[src/rtl/seg_pkg.sv]
// Shared constants for the seven-segment receive path: active-low glyphs (g..a)
// for hex codes 0..F, the blank pattern and the snapshot state encoding.
package seg_pkg;

   localparam logic [6:0] SEG_HEX_0 = 7'h40;
   localparam logic [6:0] SEG_HEX_1 = 7'h79;
   localparam logic [6:0] SEG_HEX_2 = 7'h24;
   localparam logic [6:0] SEG_HEX_3 = 7'h30;
   localparam logic [6:0] SEG_HEX_4 = 7'h19;
   localparam logic [6:0] SEG_HEX_5 = 7'h12;
   localparam logic [6:0] SEG_HEX_6 = 7'h02;
   localparam logic [6:0] SEG_HEX_7 = 7'h78;
   localparam logic [6:0] SEG_HEX_8 = 7'h00;
   localparam logic [6:0] SEG_HEX_9 = 7'h10;
   localparam logic [6:0] SEG_HEX_A = 7'h08;
   localparam logic [6:0] SEG_HEX_B = 7'h03;
   localparam logic [6:0] SEG_HEX_C = 7'h46;
   localparam logic [6:0] SEG_HEX_D = 7'h21;
   localparam logic [6:0] SEG_HEX_E = 7'h06;
   localparam logic [6:0] SEG_HEX_F = 7'h0E;

   localparam logic [6:0] SEG_BLANK = 7'h7F;

   localparam logic [0:0] SNAP_IDLE = 1'b0;
   localparam logic [0:0] SNAP_HOLD = 1'b1;

endpackage

[src/rtl/seg_pattern_to_hex.sv]
// Inverse of the hex-to-segment decoder: maps one active-low segment pattern
// back to its hex code; anything outside the 16 glyphs is flagged not legal.
module seg_pattern_to_hex
   import seg_pkg::*;
(
   input  logic [6:0] pattern,
   output logic [3:0] code,
   output logic       legal
);

   always_comb begin
      code  = 4'h0;
      legal = 1'b1;
      case (pattern)
         SEG_HEX_0: code = 4'h0;
         SEG_HEX_1: code = 4'h1;
         SEG_HEX_2: code = 4'h2;
         SEG_HEX_3: code = 4'h3;
         SEG_HEX_4: code = 4'h4;
         SEG_HEX_5: code = 4'h5;
         SEG_HEX_6: code = 4'h6;
         SEG_HEX_7: code = 4'h7;
         SEG_HEX_8: code = 4'h8;
         SEG_HEX_9: code = 4'h9;
         SEG_HEX_A: code = 4'hA;
         SEG_HEX_B: code = 4'hB;
         SEG_HEX_C: code = 4'hC;
         SEG_HEX_D: code = 4'hD;
         SEG_HEX_E: code = 4'hE;
         SEG_HEX_F: code = 4'hF;
         default:   legal = 1'b0;
      endcase
   end

endmodule

[src/rtl/seg_pattern_receiver.sv]
// Captures NUM_DIGITS segment buses, filters each digit until it has been stable
// for STABLE_CYCLES samples, decodes it and offers the word as a held snapshot.
//
// state     | meaning
// SNAP_IDLE | no snapshot pending; loads one as soon as a commit has changed a digit
// SNAP_HOLD | out_valid high, outputs frozen until out_ready
module seg_pattern_receiver
   import seg_pkg::*;
#(
   parameter int NUM_DIGITS    = 4,
   parameter int STABLE_CYCLES = 4
) (
   input  logic                    clk,
   input  logic                    rst,
   input  logic [7*NUM_DIGITS-1:0] seg_n,
   output logic [4*NUM_DIGITS-1:0] out_data,
   output logic [NUM_DIGITS-1:0]   out_err,
   output logic [NUM_DIGITS-1:0]   out_known,
   output logic                    out_valid,
   input  logic                    out_ready
);

   localparam logic [3:0] SC_MAX  = 4'(STABLE_CYCLES);
   localparam logic [3:0] SC_LAST = 4'(STABLE_CYCLES - 1);

   logic [7*NUM_DIGITS-1:0] s1, s2;
   logic [4*NUM_DIGITS-1:0] hex;
   logic [NUM_DIGITS-1:0]   err, known, changed;
   logic [0:0]              state;
   logic                    dirty;

   // seg_n may come straight from pins in another clock domain
   always_ff @(posedge clk or posedge rst) begin
      if (rst) begin
         s1 <= '0;
         s2 <= '0;
      end else begin
         s1 <= seg_n;
         s2 <= s1;
      end
   end

   for (genvar i = 0; i < NUM_DIGITS; i++) begin : g_digit
      logic [6:0] pin, prev;
      logic [3:0] cnt, code, hex_q;
      logic       legal, err_q, known_q, commit;

      assign pin = s2[7*i +: 7];

      seg_pattern_to_hex u_dec (
         .pattern (prev),
         .code    (code),
         .legal   (legal)
      );

      // saturating count means a held pattern commits exactly once
      assign commit     = (pin == prev) && (cnt == SC_LAST);
      assign changed[i] = commit && (legal ? (err_q || (hex_q != code)) : !err_q);

      always_ff @(posedge clk or posedge rst) begin
         if (rst) begin
            prev <= '0;
            cnt  <= '0;
         end else if (pin != prev) begin
            prev <= pin;
            cnt  <= '0;
         end else if (cnt < SC_MAX) begin
            cnt <= cnt + 4'd1;
         end
      end

      always_ff @(posedge clk or posedge rst) begin
         if (rst) begin
            hex_q   <= '0;
            err_q   <= 1'b0;
            known_q <= 1'b0;
         end else if (commit) begin
            if (legal) begin
               hex_q   <= code;
               err_q   <= 1'b0;
               known_q <= 1'b1;
            end else begin
               err_q <= 1'b1;
            end
         end
      end

      assign hex[4*i +: 4] = hex_q;
      assign err[i]        = err_q;
      assign known[i]      = known_q;
   end

   always_ff @(posedge clk or posedge rst) begin
      if (rst) begin
         state     <= SNAP_IDLE;
         out_data  <= '0;
         out_err   <= '0;
         out_known <= '0;
      end else begin
         case (state)
            SNAP_IDLE: begin
               if (dirty) begin
                  out_data  <= hex;
                  out_err   <= err;
                  out_known <= known;
                  state     <= SNAP_HOLD;
               end
            end
            default: begin
               if (out_ready) state <= SNAP_IDLE;
            end
         endcase
      end
   end

   // a change landing on the load cycle must survive the clear
   always_ff @(posedge clk or posedge rst) begin
      if (rst) begin
         dirty <= 1'b0;
      end else if (|changed) begin
         dirty <= 1'b1;
      end else if ((state == SNAP_IDLE) && dirty) begin
         dirty <= 1'b0;
      end
   end

   assign out_valid = (state == SNAP_HOLD);

endmodule

[config.mk]
export PLATFORM = sky130hd
export DESIGN_NAME = seg_pattern_receiver
export DESIGN_NICKNAME = d
export VERILOG_FILES = /design/src/rtl/seg_pkg.sv /design/src/rtl/seg_pattern_to_hex.sv /design/src/rtl/seg_pattern_receiver.sv
export SDC_FILE = /design/constraint.sdc
export NUM_CORES = 1
export LEC_CHECK = 0
export ABC_AREA = 1
export BUFFER_PORTS_ARGS = -buffer_cell sky130_fd_sc_hd__buf_4
export CORE_UTILIZATION = 40
export CTS_CLUSTER_DIAMETER = 80
export DETAILED_ROUTE_END_ITERATION = 8
export SETUP_SLACK_MARGIN = 0.4
export SYNTH_ARGS = -nofsm -noshare
export SYNTH_HDL_FRONTEND = slang
export SYNTH_HIERARCHICAL = 1
export SYNTH_SLANG_ARGS = --single-unit
[constraint.sdc]
create_clock -name clk -period 6.5 [get_ports clk]
set_input_delay 0.325 -clock clk [delete_from_list [all_inputs] [get_ports clk]]
set_output_delay 0.325 -clock clk [all_outputs]
set_load 0.02 [all_outputs]
-- After elaboration in Yosys (flattened, before gate mapping)
Cells that the tools add are included.
- output and inout bits: 25
- register bits: 150
- mux-type cells: 29
- equality and inequality tests: 76
- bitwise gates (word level): 1
- reductions and logical operators: 36
- $add $sub $neg: 4
- magnitude comparators: 4
- operators with widths (operator ; number):
    4-bit case mux with 15 select lines ; 4
    7-bit == test, second input constant ; 16
    7-bit by 5-bit == test with 1-bit output, second input constant ; 12
    7-bit by 6-bit == test with 1-bit output, second input constant ; 12
    16-bit OR reduction ; 4
    7-bit by 2-bit == test with 1-bit output, second input constant ; 8
    7-bit by 4-bit == test with 1-bit output, second input constant ; 8
    4-bit 2-to-1 mux ; 8
    7-bit by 3-bit == test with 1-bit output, second input constant ; 4
    7-bit == test ; 4
    7-bit logical NOT ; 4
    7-bit != test ; 4
    1-bit 2-to-1 mux ; 17
    4-bit by 1-bit adder with 4-bit output, second input constant ; 4
    4-bit by 2-bit == test with 1-bit output, second input constant ; 4
    4-bit by 3-bit less-than comparator with 1-bit output, second input constant ; 4
    4-bit != test ; 4
    2-bit AND reduction ; 5
    2-bit nonzero test ; 5
    1-bit logical AND ; 9
    1-bit logical NOT ; 4
    1-bit logical OR ; 4
    4-bit OR reduction ; 1
    1-bit NOT ; 1

-- Depth between registers and ports, before layout
Gate-level depths: netlist of run 1.
- depth in word-level cells: 8
- depth in mapped cells: 17
- gate-level depth less buffers: 17

-- Hierarchy
Netlist of run 1, hierarchy kept.
- by module, submodules not included (module ; seq. area each (um^2) ; area each (um^2) ; cells each ; instances):
    seg_pattern_receiver ; 3753.6 ; 5512.8 ; 512 ; 1
    seg_pattern_to_hex ; 0.0 ; 337.8 ; 73 ; 4

-- Worst setup path after synthesis of run 1
Ideal clock, no wire load.
- kind: register to register
- from: register g_digit[2].prev[4]
- to: register dirty
- buffers on the path: 1
- period minus slack after synthesis: 1.723 ns
- data arrival time: 1.597 ns
- cell stages (with the launch flop): 14
- path slack: 4.777 ns
- cells stage by stage: dfrtp_1 > inv_1 > nand2_1 > nor2_2 > nand2_2 > nand3_2 > nor2_2 > nand3_1 > clkbuf_1 > nand2_1 > nor2_1 > a21oi_1 > nand2_1 > nand3_1
- elaborated cells between the ends (all ways): 28
- RTL lines (item ; RTL line ; RTL):
    start, declared ; seg_pattern_receiver.sv:44 ; logic [6:0] pin, prev;
    start signal, assigned ; seg_pattern_receiver.sv:65 ; prev <= pin;
    7-bit == test, or another cell as far along ; seg_pattern_to_hex.sv:14 ; case (pattern)
    16-bit OR reduction (no source line) (*) ; n/a ;
    1-bit 2-to-1 mux (*) ; seg_pattern_to_hex.sv:14 ;
    net g_digit[2].legal ; seg_pattern_receiver.sv:46 ; logic legal, err_q, known_q, commit;
    1-bit 2-to-1 mux (*) ; seg_pattern_receiver.sv:58 ; assign changed[i] = commit && (legal ? (err_q || (hex_q != code)) : !err_q);
    1-bit logical AND (*) ; seg_pattern_receiver.sv:58 ;
    4-bit OR reduction (*) ; seg_pattern_receiver.sv:120 ; end else if (|changed) begin
    1-bit 2-to-1 mux or 2-bit nonzero test (tied branches) ; n/a ;
    end signal, assigned ; seg_pattern_receiver.sv:119 ; dirty <= 1'b0;
    end signal, assigned ; seg_pattern_receiver.sv:121 ; dirty <= 1'b1;
    end signal, assigned ; seg_pattern_receiver.sv:123 ; dirty <= 1'b0;
    end, declared ; seg_pattern_receiver.sv:30 ; logic dirty;
Mark *: on every way through the listed nets, which the timed path passes. The rest lies on a longest branch.
A chain may end at the register's enable or synchronous reset.

-- Final worst setup path of run 1
- from: register g_digit[1].prev[4]
- to: register dirty
- elaborated cells between the ends (all ways): 28
- RTL lines (item ; RTL line):
    start, declared ; seg_pattern_receiver.sv:44
    start signal, assigned ; seg_pattern_receiver.sv:65
    7-bit == test, or another cell as far along ; seg_pattern_to_hex.sv:14
    16-bit OR reduction (no source line) (*) ; n/a
    1-bit 2-to-1 mux (*) ; seg_pattern_to_hex.sv:14
    net g_digit[1].legal ; seg_pattern_receiver.sv:46
    1-bit 2-to-1 mux (*) ; seg_pattern_receiver.sv:58
    1-bit logical AND (*) ; seg_pattern_receiver.sv:58
    4-bit OR reduction (*) ; seg_pattern_receiver.sv:120
    1-bit 2-to-1 mux or 2-bit nonzero test (tied branches) ; n/a
Marked as above.

==> reports/qor.yml, run 1 <==
run_status:
  status: "complete, no violations"
route:
  totalWireLength_um: 12100
  drt_iter0_drc: 198
  ant_nets: 0
  drc_errors: 0
  vias: 4893
  first_pass_iters: 4
  vias_per_cell: 4.42
  wl_per_cell_um: 10.9
sta:
  slew_violations: 0
  fmax_mhz: 515
  max-slew-margin-rel_pct: 47.1
  hold_ws_ns: 0.0310
  fin_crit_sh_pct: 29.9
  finalClockSkew_ns: 0.00684
  min_period_ns: 1.94
  setup_viol: 0
  rsz0062_at_grt: "no"
  finalHoldViolations: 0
  timing.final.ws_setup_ns: 4.56
  tightest_slew_ns: 0.794
  setup-tns-final_ns: 0
finish:
  syn_to_final_growth_pct: 20.8
  drive_gt1_share_pct: 18.0
  nNetsFinal: 910
  diodes: 0
place:
  portBuffers: 55
  gp_congestion: 0.911
  hpwlAfterDp_um: 8580
  dp_slack_ns: 4.58
clocking:
  ctsHoldBuffers: 27
  cts_made_buffers: 17
  htreeDepth: 4
  insertion_delay_ns: 0.42
  cts_max_path_buffers: 2
  post_cts_buffers: 0
  cts_resized: 0
  clk_pin_slew_ns: 0.06
  clock_sinks: 150
  cts_tree: "yes"
  cts_root_buf: "clkbuf_16"
synth:
  syn-cell-area_mm2: 0.00686
  synth_warnings: 6
  ys_seq_elements: 150
  synth_area_leaders: "dfrtp_1 55%, nand2_1 13%, nor2_1 5.3%, inv_1 4.6%, xnor2_1 3.1%"
  yosysSeqAreaShare_pct: 54.7
  synth_largest_area_cell: "dfrtp_1"
  ys_types: 30
  synth_fp_nets: 839
  syn_avg_cell_area_um2: 8.54
  syn_inst: 804
  synth_top_area_share_pct: 54.7
worst_setup_path:
  r2r_slack_ns: 4.56
  path_class: "flip-flop to flip-flop"
  arrival_ns: 2.25
  critPathMaxFanout: 5
  reg2reg_from: "g_digit[1].prev[4]$_DFFE_PP0N_"
  crit_start: "g_digit[1].prev[4]$_DFFE_PP0N_"
  critPathLaunchType: "flip-flop"
  cp.required_ns: 6.80
  end_kind: "flip-flop"
power_and_ir_drop:
  power.density_mw_per_mm2: 247
  power.leakage_nw: 4.25
  vdd.ir_drop.worst_v: 0.000191
die:
  ioPinCount: 56
  dieArea_mm2: 0.0177
  coreArea_mm2: 0.0166
  fp.dieH_um: 133
  die_x_um: 133
  start_util_pct: 41.2
  core.rowCount: 47
grt:
  grt_usage_pct: 15.2
  grt_antenna_before_repair: 0
  grt_start_max_net_pins: 87
  grt_pass1_wl_um: 21200
  grt-ovfl-total: 0
  grt_pass1_vias: 4708
hold_path:
  worst_hold_path_type: "input port to asynchronous set/reset pin"
run:
  max-cap-violations: 0
==> cells by family after synthesis <==
| logic type | synth area share (%) |
|---|---|
| xor+xnor | 3.57 |
| buf+inv | 7.15 |
| mux | 1.15 |
| fa+ha+maj | 0.729 |
| compound gates | 3.96 |
| simple gates | 28.8 |
| flops | 54.7 |
==> routing by layer <==
| layer | vias to the layer above | GRT usage [%] | wire (um) |
|---|---|---|---|
| li1 | 2590 | - | - |
| met1 | 2214 | 20.3 | 6080 |
| met2 | 73 | 23.5 | 5410 |
| met3 | 16 | 3.37 | 365 |
| met4 | 0 | 7.41 | 225 |
| met5 | - | 0 | 0 |
==> cell type report <==
| class | count | area (um2) |
|---|---|---|
| Inverter | 97 | 369 |
| Tap cell | 220 | 275 |
| Fill cell | 1575 | 8350 |
| Multi-Input combinational cell | 524 | 2620 |
| Clock buffer | 17 | 425 |
| Timing Repair Buffer | 85 | 708 |
| Sequential cell | 150 | 3750 |
| Clock inverter | 15 | 139 |
==> critical path, stage by stage (launching register included) <==
cell and delay (ns):
dfrtp_1 0.42, inv_1 0.10, nand2_1 0.08, nor2_2 0.20, nand2_1 0.08, nand2_1 0.09, nor2_1 0.07, nand3_1 0.15
inv_1 0.07, nor3_1 0.19, nand3_1 0.09, nand2_1 0.07, nor2_1 0.05, nor2_1 0.10, nand3_1 0.06
==> cells in the mapped netlist (all sizes together) <==
cell type  count
nand2        244
dfrtp        150
nor2         123
inv           97
o21ai         44
nand3         36
clkbuf        31
xnor2         24
nor3          12
a21oi          9
mux2           7
and2           6
nand4          5
ha             4
nand2b         4
xor2           4
buf            2
nor3b          1
o22ai          1
==> power by group <==
part	total [W]	internal (W)	switching, W	leakage, nW
Sequential	0.000984	0.000961	0.0000230	1.90
Combinational	0.000129	0.0000542	0.0000748	2.07
Clock	0.000935	0.000535	0.000400	0.281
Total	0.00205	0.00155	0.000498	4.25
==> through the flow <==
stage	utilization [%]	area (um2)	cells	power [W]
final	49.8	8290	1108	0.00205
after global routing	49.8	8290	1108	0.00214
after CTS	49.8	8280	1107	0.00208
after detailed placement	44.7	7450	1048	0.00112
after global placement	44.7	7450	1048	0.00112
after floorplan	-	6860	804	0.00109
==> final timing paths <==
kind,depth (start not counted),to
max,14,dirty$_DFFE_PP0P_
min,2,s1[17]$_DFF_PP0_
max reg2reg,14,dirty$_DFFE_PP0P_
min reg2reg,0,s2[7]$_DFF_PP0_
max in group asynchronous,3,s1[9]$_DFF_PP0_
min in group clk,2,out_valid$_DFF_PP0_
==> layout by cell type (no fill, tap or decap), drive strengths merged <==
cell type,n
nand2b,4
nand4,5
and2,6
buf,57
o21ai,44
xor2,4
o22ai,1
nor3b,1
inv,105
a21oi,9
dlygate4sd3,28
bufinv,1
clkinv,5
dfrtp,150
nand2,244
clkinvlp,1
nor3,12
nor2,123
nand3,36
clkbuf,17
xnor2,24
mux2,7
ha,4
==> registers in the layout, indices dropped and copies added (netlist names), 16 cells and up <==
| name | flops |
|---|---|
| g_digit.hex_q | 16 |
| s1 | 28 |
| g_digit.cnt | 16 |
| out_data | 16 |
| s2 | 28 |
| g_digit.prev | 28 |
No activity file was read; power rests on OpenSTA's default activity.
==> run 2, diff against run 1 <==
==> constraint.sdc (replaced) <==
create_clock -name clk -period 1.64 [get_ports clk]
set_input_delay 0.082 -clock clk [delete_from_list [all_inputs] [get_ports clk]]
set_output_delay 0.082 -clock clk [all_outputs]
set_load 0.02 [all_outputs]
==> run 2 against run 1 <==
  * The run now ends with negative setup slack left
  * Critical path depth up 1
  * First-iteration DRC count grew 19%
  * Sequential share of layout area down 7.2 points
  * Combinational power grew to 6.5 times the previous value
  * Die area unchanged
  * Total power increased to 4.3 times the previous value
  * Via count rose by 10%
  * Highest routed layer unchanged
==> reports/qor.yml, run 2 (synthesized netlist as in run 1, its figures left out) <==
grt:
  grt_pass1_wl_um: 23600  # +11%
  grt_usage_pct: 16.9  # +1.6 points
  grt-ovfl-total: 0  # unchanged
  grt_pass1_vias: 5345  # +14%
  grt_start_max_net_pins: 79  # -9.2%
  grt_antenna_before_repair: 0  # unchanged
sta:
  setup_viol: 15  # +15
  finalClockSkew_ns: 0.00799  # +0.00115 ns
  min_period_ns: 1.84  # -0.101 ns
  slew_violations: 0  # unchanged
  tightest_slew_ns: 0.611  # -0.183 ns
  fin_crit_sh_pct: 112  # +82 points
  max-slew-margin-rel_pct: 59.1  # +12 points
  hold_ws_ns: 0.137  # +0.106 ns
  timing.final.ws_setup_ns: -0.201  # -4.76 ns
  setup-tns-final_ns: -0.732  # -0.732 ns
  rsz0062_at_grt: "yes"
  finalHoldViolations: 0  # unchanged
  fmax_mhz: 543  # +5.5%
clocking:
  cts_root_buf: "clkbuf_16"
  cts_made_buffers: 17  # unchanged
  htreeDepth: 4  # unchanged
  insertion_delay_ns: 0.43  # about the same
  cts_max_path_buffers: 2  # unchanged
  clock_sinks: 150  # unchanged
  clk_pin_slew_ns: 0.06  # about the same
  cts_tree: "yes"
route:
  totalWireLength_um: 13900  # +15%
  vias: 5394  # +10%
  drt_iter0_drc: 236  # +19%
  ant_nets: 0  # unchanged
  drc_errors: 0  # unchanged
  wl_per_cell_um: 11.6  # +6.2%
  first_pass_iters: 4  # unchanged
  vias_per_cell: 4.49  # +1.6%
place:
  portBuffers: 55  # unchanged
  dp_slack_ns: -0.210  # -4.79 ns
  gp_congestion: 0.864  # -5.1%
  hpwlAfterDp_um: 9030  # +5.2%
finish:
  syn_to_final_growth_pct: 44.7
  drive_gt1_share_pct: 42.6  # +25 points
  reg_top3: "g_digit.prev (28), s1 (28), s2 (28)"
  layout_commonest_cell: "nand2_1"
  nNetsFinal: 1005  # +10%
  final_cell_mix: "186 x nand2_1, 128 x dfrtp_1, 114 x buf_4"
  diodes: 0  # unchanged
worst_setup_path:
  crit_start: "g_digit[0].prev[3]$_DFFE_PP0N_"
  path_class: "flip-flop to flip-flop"
  arrival_ns: 2.15  # -0.10 ns
  r2r_slack_ns: -0.20  # -4.76 ns
  worst_path_max_delay_cell: "dfrtp_1"
  cp.required_ns: 1.95  # -4.85 ns
  critPathMaxFanout: 4  # -1
  cpPeakStageDelay_ns: 0.42  # about the same
  reg2reg_from: "g_digit[0].prev[3]$_DFFE_PP0N_"
  end_kind: "flip-flop"
  crit_top_cell: "nand2_1"
  crit_chain: "inv_2, nand2_4, nor2_4, nand2_2, and2_1, nand3_2, inv_1, nand2_1, nand2_1, nor2_2, nand3_1, nand2_1, nor2_1, nor2_1, nand3_1"
  critPathLaunchType: "flip-flop"
die:
  start_util_pct: 41.2  # unchanged
  die_x_um: 133  # unchanged
  ioPinCount: 56  # unchanged
  coreArea_mm2: 0.0166  # unchanged
  fp.dieH_um: 133  # unchanged
  core.rowCount: 47  # unchanged
  dieArea_mm2: 0.0177  # unchanged
run_status:
  status: "finished, violations left"
  failed_checks: "negative setup slack"
power_and_ir_drop:
  power.leakage_nw: 4.93  # +16%
  power.density_mw_per_mm2: 893  # +260%
  vdd.ir_drop.worst_v: 0.000815  # +330%
hold_path:
  worst_hold_path_type: "input port to asynchronous set/reset pin"
run:
  max-cap-violations: 0  # unchanged
-- run 2: power breakdown --
part	internal [W]	leakage, nW	switching [W]
logic	0.000421	2.75	0.000420
clock network	0.00258	0.300	0.00153
registers	0.00381	1.88	0.000107
total	0.00681	4.93	0.00205
-- run 2: final cells by class --
cell class | count | area (um2)
Clock inverter | 12 | 176
Sequential cell | 150 | 3780
Multi-Input combinational cell | 526 | 3290
Fill cell | 1386 | 6710
Timing Repair Buffer | 178 | 1580
Clock buffer | 19 | 443
Tap cell | 220 | 275
Inverter | 97 | 390
-- run 2: through the flow --
| step | instances | total power (W) | instance area, um2 | util [%] |
|---|---|---|---|---|
| 6_report | 1202 | 0.00887 | 9930 | 59.7 |
| 5_1_grt | 1202 | 0.00921 | 9930 | 59.7 |
| 4_1_cts | 1195 | 0.00888 | 9450 | 56.8 |
| 3_5_place_dp | 1111 | 0.00457 | 8010 | 48.1 |
| 3_3_place_gp | 1111 | 0.00456 | 8010 | 48.1 |
| 2_1_floorplan | 804 | 0.00433 | 6950 | - |
-- run 2: metal layers --
| metal | global-route usage, % | part of all wire (%) |
|---|---|---|
| met5 | 0 | 0 |
| met4 | 6.64 | 1.9 |
| met3 | 4.48 | 3.3 |
| met2 | 27.6 | 49 |
| met1 | 21.2 | 46 |
-- run 2: timing repair --
item	4_1_cts	5_1_grt
hold buffers	30	0
gates resized for setup	120	111
endpoints found under the hold margin	179	0
pin swaps	52	42
buffers inserted	21	6
setup endpoints to repair	42	49
gates cloned	2	1
-- run 2: path summary, 6_finish.rpt --
check,end,cells after the start
setup / recovery,dirty$_DFFE_PP0P_,15
hold / removal,out_data[10]$_DFFE_PP0P_,3
setup reg to reg,dirty$_DFFE_PP0P_,15
hold reg to reg,s2[12]$_DFF_PP0_,0
max in group asynchronous,g_digit[1].prev[2]$_DFFE_PP0N_,4
min in group clk,s1[20]$_DFF_PP0_,2
-- run 2: worst max-delay path: cells and delay by family, from the launching register on --
family	cells	cell delay [ns]
flops	1	0.42
simple gates	13	1.11
buf+inv	2	0.18
==> run 3, diff against run 2 <==
==> constraint.sdc (replaced) <==
create_clock -name clk -period 1.8 [get_ports clk]
set_input_delay 0.09 -clock clk [delete_from_list [all_inputs] [get_ports clk]]
set_output_delay 0.09 -clock clk [all_outputs]
set_load 0.02 [all_outputs]
==> run 3 against run 2 <==
  * The run still ends with negative setup slack left
  * Die area did not move
  * Wire length fell by 2.5%
  * Clock power decreased by 21%
  * Highest routed layer unchanged
  * Largest cell class unchanged
==> reports/qor.yml, run 3 (synthesized netlist as in run 1, its figures left out) <==
clocking:
  cts_max_path_buffers: 2  # unchanged
  cts_tree: "yes"
  cts_root_buf: "clkbuf_16"
  cts_made_buffers: 17  # unchanged
  clock_sinks: 150  # unchanged
  insertion_delay_ns: 0.43  # about the same
  htreeDepth: 4  # unchanged
  clk_pin_slew_ns: 0.06  # about the same
run:
  max-cap-violations: 0  # unchanged
place:
  portBuffers: 55  # unchanged
  place_area_mm2: 0.00790  # -1.4%
  gp_congestion: 0.870  # +0.72%
  hpwlAfterDp_um: 9070  # +0.39%
  dp_slack_ns: -0.0686  # +0.141 ns
worst_setup_path:
  cp.required_ns: 2.10  # +0.15 ns
  cpPeakStageDelay_ns: 0.44  # +0.02 ns
  path_class: "flip-flop to flip-flop"
  crit_chain: "inv_2, nand2_4, nor2_4, nand2_2, o21ai_1, nor2_1, nand2_1, inv_1, nand2_1, nand2_1, nor2_1, nand3_1, nand2_1, nor2_2, nor2_1, nand3_1"
  crit_start: "g_digit[3].prev[5]$_DFFE_PP0N_"
  reg2reg_from: "g_digit[3].prev[5]$_DFFE_PP0N_"
  arrival_ns: 2.14  # about the same
  crit_top_cell: "nand2_1"
  critPathMaxFanout: 4  # unchanged
  end_kind: "flip-flop"
  critPathLaunchType: "flip-flop"
  worst_path_max_delay_cell: "dfrtp_2"
route:
  first_pass_iters: 4  # unchanged
  drc_errors: 0  # unchanged
  wl_per_cell_um: 11.5  # -1.1%
  vias_per_cell: 4.50  # +0.25%
  vias: 5331  # -1.2%
  ant_nets: 0  # unchanged
  totalWireLength_um: 13600  # -2.5%
  drt_iter0_drc: 177  # -25%
grt:
  grt-ovfl-total: 0  # unchanged
  grt_pass1_wl_um: 22900  # -3.2%
  grt_start_max_net_pins: 51  # -35%
  grt_antenna_before_repair: 0  # unchanged
  grt_pass1_vias: 5143  # -3.8%
  grt_usage_pct: 16.5  # -0.39 points
finish:
  nNetsFinal: 987  # -1.8%
  drive_gt1_share_pct: 39.2  # -3.4 points
  final_cell_mix: "203 x nand2_1, 132 x dfrtp_1, 105 x buf_4"
  syn_to_final_growth_pct: 38.9
  multi_input_area_mm2: 0.00316  # -3.9%
  fill_cells: 1428  # +3.0%
  reg_top3: "g_digit.prev (28), s1 (28), s2 (28)"
  diodes: 0  # unchanged
  finalInstanceArea_mm2: 0.00954  # -4.0%
  final-seq-area_mm2: 0.00378  # -0.13%
  layout_commonest_cell: "nand2_1"
sta:
  slew_violations: 0  # unchanged
  setup_viol: 1  # -14
  tightest_slew_ns: 0.629  # +0.0178 ns
  hold_ws_ns: 0.183  # +0.0455 ns
  max-slew-margin-rel_pct: 57.9  # -1.2 points
  finalHoldViolations: 0  # unchanged
  fmax_mhz: 544  # +0.22%
  rsz0062_at_grt: "yes"
  min_period_ns: 1.84  # -0.00408 ns
  fin_crit_sh_pct: 102  # -10 points
  timing.final.ws_setup_ns: -0.0367  # +0.164 ns
  finalClockSkew_ns: 0.00944  # +0.00146 ns
run_status:
  status: "finished, violations left"
  failed_checks: "negative setup slack"
hold_path:
  worst_hold_path_type: "input port to asynchronous set/reset pin"
die:
  dieArea_mm2: 0.0177  # unchanged
  fp.dieH_um: 133  # unchanged
  die_x_um: 133  # unchanged
  core.rowCount: 47  # unchanged
  start_util_pct: 41.2  # unchanged
  coreArea_mm2: 0.0166  # unchanged
  ioPinCount: 56  # unchanged
power_and_ir_drop:
  power.leakage_nw: 4.79  # -2.9%
  power.density_mw_per_mm2: 790  # -12%
  vdd.ir_drop.worst_v: 0.000688  # -16%
[run 3: changes by cell type in the layout (fill, tap and decap cells not counted), moves of 3 or more]
| cell | before | now |
|---|---|---|
| nor3_2 | 2 | 5 |
| inv_4 | 6 | 2 |
| nor2_4 | 30 | 21 |
| nand2_2 | 48 | 33 |
| dfrtp_2 | 22 | 18 |
| bufinv_16 | 4 | 0 |
| nor2_2 | 32 | 37 |
| buf_4 | 114 | 105 |
| nor2_1 | 60 | 64 |
| inv_2 | 27 | 32 |
| buf_6 | 29 | 21 |
| nor3_4 | 8 | 5 |
| dfrtp_1 | 128 | 132 |
| nand2_1 | 186 | 203 |
[run 3: where the power goes]
part / leakage [nW] / switching [W] / total (W) / internal [W]
clock network: 0.263 / 0.00138 / 0.00325 / 0.00187
logic: 2.64 / 0.000361 / 0.000713 / 0.000352
registers: 1.88 / 0.0000913 / 0.00357 / 0.00347
[run 3: area by class of cell]
class,count,share of cell area (%)
inverters,97,3.96
multi-input cells,526,33.1
flip-flops and latches,150,39.6
clock buffers,22,4.97
repair buffers,160,14.7
clock inverters,10,0.722
well taps,220,2.89
[run 3: metrics by stage]
step	setup TNS [ns]	cells	utilization [%]	total power, W
global placement	-0.0524	1095	47.4	0.00412
CTS	-0.0325	1172	55.0	0.00756
floorplan	-26.85	804	-	0.00394
detailed placement	-0.0686	1095	47.4	0.00413
finish	-0.0367	1185	57.3	0.00753
global route	-0.164	1185	57.3	0.00787
[run 3: worst paths after layout]
check | end | slack, ns | depth (start not counted)
worst min register to register | s2[27]$_DFF_PP0_ | 0.34 | 0
worst max-delay path | dirty$_DFFE_PP0P_ | -0.04 | 16
worst max register to register | dirty$_DFFE_PP0P_ | -0.04 | 16
max in group asynchronous | g_digit[0].prev[1]$_DFFE_PP0N_ | 1.08 | 4
worst min-delay path | g_digit[3].cnt[0]$_DFFE_PP0P_ | 0.18 | 3
min in group clk | s1[18]$_DFF_PP0_ | 0.31 | 2
[run 3: critical path, delay by kind of cell, from the launching register on]
kind,cells,cell delay [ns]
AO/OA/AOI/OAI,1,0.13
AND/OR/NAND/NOR,13,0.98
buffers and inverters,2,0.17
flip-flops,1,0.44
[run 3: timing repair]
| action | CTS | global route |
|---|---|---|
| endpoints found under the setup margin | 33 | 38 |
| setup buffers | 13 | 13 |
| pin swaps | 25 | 44 |
| resized for setup | 101 | 88 |
| hold endpoints to repair | 179 | 0 |
| cloned | 2 | 0 |
| hold buffers | 30 | 0 |
[run 3: metal layers]
layer / share of wire [%] / vias up / global-route usage (%)
met5: 0 / - / 0
met4: 1.0 / 0 / 6.39
met3: 4.6 / 10 / 4.79
met1: 46 / 2469 / 20.7
met2: 48 / 78 / 26.8
li1: - / 2774 / -
